==> config.mk <==
export PLATFORM = sky130hd
export DESIGN_NAME = fb_write_arbiter
export DESIGN_NICKNAME = d
export VERILOG_FILES = /design/src/rtl/fb_arb_pkg.sv /design/src/rtl/fb_write_arbiter_rr_pick.sv /design/src/rtl/fb_write_arbiter.sv
export SDC_FILE = /design/constraint.sdc
export NUM_CORES = 1
export LEC_CHECK = 0
export CAP_MARGIN = 40
export CORE_MARGIN = 8
export CORE_UTILIZATION = 26
export CTS_BUF_LIST = sky130_fd_sc_hd__clkbuf_16
export DETAILED_ROUTE_END_ITERATION = 10
export PLACE_DENSITY = 0.78
export RECOVER_POWER = 50
export SETUP_SLACK_MARGIN = 0.05
export SYNTH_ARGS = -nofsm -noshare
export SYNTH_HDL_FRONTEND = slang
export SYNTH_HIERARCHICAL = 1
export SYNTH_SLANG_ARGS = --single-unit
==> constraint.sdc <==
create_clock -name clk -period 1.7 [get_ports clk]
set_input_delay 0.425 -clock clk [delete_from_list [all_inputs] [get_ports clk]]
set_output_delay 0.425 -clock clk [all_outputs]
set_load 0.005 [all_outputs]
==> src/rtl/fb_arb_pkg.sv <==
// ---------------------------------------------------------------------------
// fb_arb_pkg
// Shared types and helpers for the framebuffer write arbiter.
//   arb_state_e : arbiter FSM states (ARB = choosing a requester,
//                 SERVE = forwarding the granted stream)
//   rr_next()   : wrapping increment of a round-robin index; the wrap is a
//                 compare against n-1, so n need not be a power of two
// ---------------------------------------------------------------------------
package fb_arb_pkg;

   typedef enum logic {
      ARB   = 1'b0,
      SERVE = 1'b1
   } arb_state_e;

   function automatic int unsigned rr_next(input int unsigned idx,
                                           input int unsigned n);
      return (idx == n - 1) ? 0 : idx + 1;
   endfunction

endpackage

==> src/rtl/fb_write_arbiter_rr_pick.sv <==
// ---------------------------------------------------------------------------
// rr_pick
// Combinational round-robin priority search. Scans i_req starting at index
// i_base and moving upward with wrap N-1 -> 0; reports the first set index.
//   i_req  [N-1:0]     request vector
//   i_base [IDX_W-1:0] index searched first (must be < N)
//   o_idx  [IDX_W-1:0] first asserted index at or after i_base (0 if none)
//   o_any              at least one request is asserted
// ---------------------------------------------------------------------------
module rr_pick #(
   parameter int unsigned N     = 2,
   parameter int unsigned IDX_W = (N > 1) ? $clog2(N) : 1
) (
   input  logic [N-1:0]     i_req,
   input  logic [IDX_W-1:0] i_base,
   output logic [IDX_W-1:0] o_idx,
   output logic             o_any
);

   int unsigned w_cand;
   logic        w_hit;

   always_comb begin
      o_idx  = '0;
      o_any  = 1'b0;
      w_cand = 0;
      w_hit  = 1'b0;
      for (int unsigned k = 0; k < N; k++) begin
         // candidate = (base + k) mod N, reduced with a single subtract
         w_cand = 32'(i_base) + k;
         if (w_cand >= N) begin
            w_cand = w_cand - N;
         end
         // constant-index lookup keeps the select free of width games
         w_hit = 1'b0;
         for (int unsigned j = 0; j < N; j++) begin
            if (w_cand == j) begin
               w_hit = i_req[j];
            end
         end
         if (w_hit && !o_any) begin
            o_any = 1'b1;
            o_idx = IDX_W'(w_cand);
         end
      end
   end

endmodule

==> src/rtl/fb_write_arbiter.sv <==
// ---------------------------------------------------------------------------
// fb_write_arbiter
// Round-robin arbiter sharing one framebuffer write stream between NUM_REQ
// pixel producers. A grant lasts up to MAX_BURST handshakes, or until the
// granted producer drops valid; each grant change costs one ARB cycle.
// Data path in SERVE is pure combinational forwarding.
//   clk, reset             clock, asynchronous active-high reset
//   req_valid/req_ready    per-requester handshake
//   req_addr/req_color     flattened per-requester payload, slice i = req i
//   out_valid/out_ready    stream towards fb_writer
//   out_addr/out_color     granted requester's payload
//   grant_id               current / last granted requester
//   busy                   high while serving a grant
// ---------------------------------------------------------------------------
module fb_write_arbiter
   import fb_arb_pkg::*;
#(
   parameter int unsigned NUM_REQ        = 2,
   parameter int unsigned PIXEL_BITS     = 12,
   parameter int unsigned AXI_ADDR_WIDTH = 20,
   parameter int unsigned MAX_BURST      = 8,
   localparam int unsigned ID_BITS       = $clog2(NUM_REQ)
) (
   input  logic                              clk,
   input  logic                              reset,
   input  logic [NUM_REQ-1:0]                req_valid,
   output logic [NUM_REQ-1:0]                req_ready,
   input  logic [NUM_REQ*AXI_ADDR_WIDTH-1:0] req_addr,
   input  logic [NUM_REQ*PIXEL_BITS-1:0]     req_color,
   output logic                              out_valid,
   input  logic                              out_ready,
   output logic [AXI_ADDR_WIDTH-1:0]         out_addr,
   output logic [PIXEL_BITS-1:0]             out_color,
   output logic [ID_BITS-1:0]                grant_id,
   output logic                              busy
);

   localparam int unsigned BC_W = $clog2(MAX_BURST + 1);

   arb_state_e          r_state;
   logic [ID_BITS-1:0]  r_grant;
   logic [ID_BITS-1:0]  r_rr;
   logic [BC_W-1:0]     r_cnt;

   logic [ID_BITS-1:0]  w_pick;
   logic                w_any;
   logic                w_sel_valid;
   logic [ID_BITS-1:0]  w_next_rr;

   logic [AXI_ADDR_WIDTH-1:0] w_addr_arr  [NUM_REQ];
   logic [PIXEL_BITS-1:0]     w_color_arr [NUM_REQ];

   // Unflatten the payload buses so the grant can index them directly.
   for (genvar gi = 0; gi < NUM_REQ; gi++) begin : g_slice
      assign w_addr_arr[gi]  = req_addr[gi*AXI_ADDR_WIDTH +: AXI_ADDR_WIDTH];
      assign w_color_arr[gi] = req_color[gi*PIXEL_BITS +: PIXEL_BITS];
   end

   rr_pick #(
      .N     (NUM_REQ),
      .IDX_W (ID_BITS)
   ) u_pick (
      .i_req  (req_valid),
      .i_base (r_rr),
      .o_idx  (w_pick),
      .o_any  (w_any)
   );

   assign w_sel_valid = req_valid[r_grant];
   assign w_next_rr   = ID_BITS'(rr_next(32'(r_grant), NUM_REQ));

   // Forwarding from the granted slice; addr/color are don't-care outside
   // SERVE but still follow the (reset-zero) grant.
   assign out_addr  = w_addr_arr[r_grant];
   assign out_color = w_color_arr[r_grant];
   assign out_valid = (r_state == SERVE) && w_sel_valid;
   assign busy      = (r_state == SERVE);
   assign grant_id  = r_grant;

   always_comb begin
      req_ready = '0;
      if (r_state == SERVE) begin
         req_ready[r_grant] = out_ready;
      end
   end

   always_ff @(posedge clk or posedge reset) begin
      if (reset) begin
         r_state <= ARB;
         r_grant <= '0;
         r_rr    <= '0;
         r_cnt   <= '0;
      end else begin
         case (r_state)
            ARB: begin
               if (w_any) begin
                  r_grant <= w_pick;
                  r_cnt   <= '0;
                  r_state <= SERVE;
               end
            end
            SERVE: begin
               if (!w_sel_valid) begin
                  // idle release: producer went quiet, hand over fairly
                  r_rr    <= w_next_rr;
                  r_state <= ARB;
               end else if (out_ready) begin
                  if (r_cnt == BC_W'(MAX_BURST - 1)) begin
                     r_rr    <= w_next_rr;
                     r_state <= ARB;
                  end else begin
                     r_cnt <= r_cnt + BC_W'(1);
                  end
               end
            end
            default: r_state <= ARB;
         endcase
      end
   end

endmodule

==> run metrics <==
outcome=complete, but fails checks; failing checks=negative setup slack; r2r setup slk=-0.02 ns; Final min period=1.79 ns; P_leak=1.06 nW; Synth area leader=mux2_2; ys flop type=dfrtp_1; WL/cell=22.8 um; Finished Layout Cells=247; Place WS=-0.420 ns; Final Hold Fails=0; port bufs=105; yosys warns=6; CTS tree=done; Routed WL=5630 um; crit end category=output pin; power per cell area=1270 mW/mm^2; area of the multi-input gates=709 sq um; Crit Path Category=reg2out; Core Region=0.00305 sq mm; Layout area overhead=176%; sequential area share after synthesis=0.211; register area=178 sq um; CP max FO=7; largest net degree at the start of global routing=10; setup ws final=-0.0897 ns; register share of total power=0.107; cell total after placement=234; fillers=203; clock latency on the worst-skew pair=0.23 ns; post-DR vias/cell=4.84; fmax=0.559 GHz; H-tree levels=1; GP Congestion=0.915; DRC=0; die footprint=0.00525 sq mm; Final #Nets=274; M1 GR Usage=0.233; final setup vio count=32; RSZ-0062 raised after global routing=true; Mapped Cells=82; Synth top area share=0.448; Slew Limit Fails=0; initial antenna violation count=0; initial core utilization=0.272; vias in the first global route=1192; ANT cells=0; GR Overflow Total=0; Post-CTS Hold Buffers=0; Post-synth EDFFs=0; CTS Sinks=7; Peak VDD IR=1320 uV; Initial DRC Count=64; synthesized cell area=830 sq um; Pre-antenna DRT Iters=4; total track usage=0.196; worst setup path start=grant_id; Yosys cell types=29; Sw Share=0.323; Die X=72.5 um; Antenna Nets Post-Route=0; Net Switching=0.942 mW; worst-margin pin slew=0.266 ns; Crit path arrival time=1.36 ns; Die Y=72.5 um; slowest library cell on the worst path=dfrtp_2; DR vias=1196; number of synthesized register bits=7; post-route setup TNS=-1.84 ns; syn nets=152; layout cells sized above 1=0.488; routing usage on met3=0.0565; WP data required=1.27 ns; combinational share of power=0.759; Max Buffers Root-to-Sink=2; P_int=1.97 mW; first-pass GRT wire length=7870 um; CTS root buffer=clkbuf_16; Rel. slew slack=0.821; row count=20; Synth area leaders=mux2_2 (45%), dfrtp_1 (21%), o31a_1 (3.2%); Boundary Pins=106; Detailed Place HPWL=4070 um; R2R Path Start=grant_id; CP Launch Type=flip-flop; GRT met2 Usage=0.337; Syn Area/Cell=10.1 sq um; GR peak layer=met2; Clock Skews=0.000351 ns; Hold Crit Start=r_rr; clock buffer count from CTS=3; MaxCap Viol Count=0; clock-pin slew on the worst setup and hold paths=0.03 ns; Clk network pwr share=0.134; Hold Path Class=reg2reg; Critical Path Max Stage Delay=0.42 ns; CP dominant cell by count=buf_6; Tcrit/Tclk final=1.05; ys async rst share=1.00; crit-path cells=buf_6 -> buf_16 -> mux2_4 -> buf_6
-- through the flow --
stage	util	total power [mW]	cell area (sq um)	hold slack, ns
2_1_floorplan	-	1.07	830	0.228
3_3_place_gp	0.648	1.95	1980	0.513
3_5_place_dp	0.648	1.99	1980	0.536
4_1_cts	0.700	2.70	2140	0.432
5_1_grt	0.751	3.06	2290	0.553
6_report	0.751	2.92	2290	0.533
-- critical path, delay by kind of cell (launching register included) --
family                 cells  cell delay (ns)
multiplexers               1             0.30
flip-flops                 1             0.42
buffers and inverters      3             0.40
-- synthesized netlist by cell type, drive strengths merged, types with 2 or more instances --
| cell | number |
|---|---|
| clkbuf | 2 |
| dfrtp | 7 |
| o31a | 3 |
| nor3 | 2 |
| mux2i | 2 |
| o21ai | 2 |
| nand2 | 2 |
| nor2 | 4 |
| inv | 6 |
| buf | 3 |
| mux2 | 33 |
-- layer usage --
metal  share of wire  wire (um)
met5               0          0
met4           0.013         71
met3           0.081        458
met2            0.49       2750
met1            0.42       2350
-- layout make-up --
| cell class | count | area share |
|---|---|---|
| flip-flops and latches | 7 | 0.0775 |
| inverters | 6 | 0.00982 |
| well taps | 44 | 0.0240 |
| multi-input cells | 64 | 0.309 |
| clock inverters | 1 | 0.00164 |
| repair buffers | 122 | 0.545 |
| clock buffers | 3 | 0.0327 |
-- registers in the layout, indices dropped and copies added, names as in the netlist --
name      cells
r_cnt         4
busy          1
grant_id      1
r_rr          1
-- path summary, 6_finish.rpt --
check	end	depth (start not counted)
worst min-delay path	r_rr	2
min in group asynchronous	r_rr	2
worst min register to register	r_rr	2
max in group asynchronous	busy	2
worst max register to register	r_cnt[1]	6
worst max-delay path	out_color[2]	4
-- cells in the final DEF (no fill, tap or decap), types with 2 or more instances in the layout --
cell type        count
nor3_2               2
clkdlybuf4s50_1     66
inv_1                7
buf_2                7
nand2_1              2
nor2_1               4
dfrtp_1              5
mux2_4              19
buf_16               2
buf_4               10
clkbuf_16            3
dfrtp_2              2
o31a_1               3
buf_6               31
dlygate4sd2_1        2
mux2_2              14
-- cells by family (layout without fill, tap and decap cells) --
| family | after synthesis | count (layout) | synth area share |
|---|---|---|---|
| AOI/OAI and AO/OA | 12 | 12 | 0.119 |
| adders and majority gates | 1 | 1 | 0.0151 |
| and+or+nand+nor | 16 | 16 | 0.106 |
| muxes | 35 | 35 | 0.487 |
| DFF | 7 | 7 | 0.211 |
| buffers and inverters | 11 | 132 | 0.0618 |
-- what timing repair did --
item                       4_1_cts  5_1_grt
setup endpoints to repair       38       43
gates resized for setup        170       39
cloned                           3        0
pin swaps                        2        1
setup buffers                    7        1
-- power groups by stage --
| stage | clock, mW | combinational [mW] | sequential, mW |
|---|---|---|---|
| floorplan | 0 | 0.781 | 0.284 |
| global placement | 0 | 1.65 | 0.297 |
| detailed placement | 0 | 1.68 | 0.303 |
| CTS | 0.399 | 1.99 | 0.310 |
| global route | 0.406 | 2.33 | 0.321 |
| finish | 0.390 | 2.21 | 0.313 |
No activity file was read; power rests on OpenSTA's default activity.
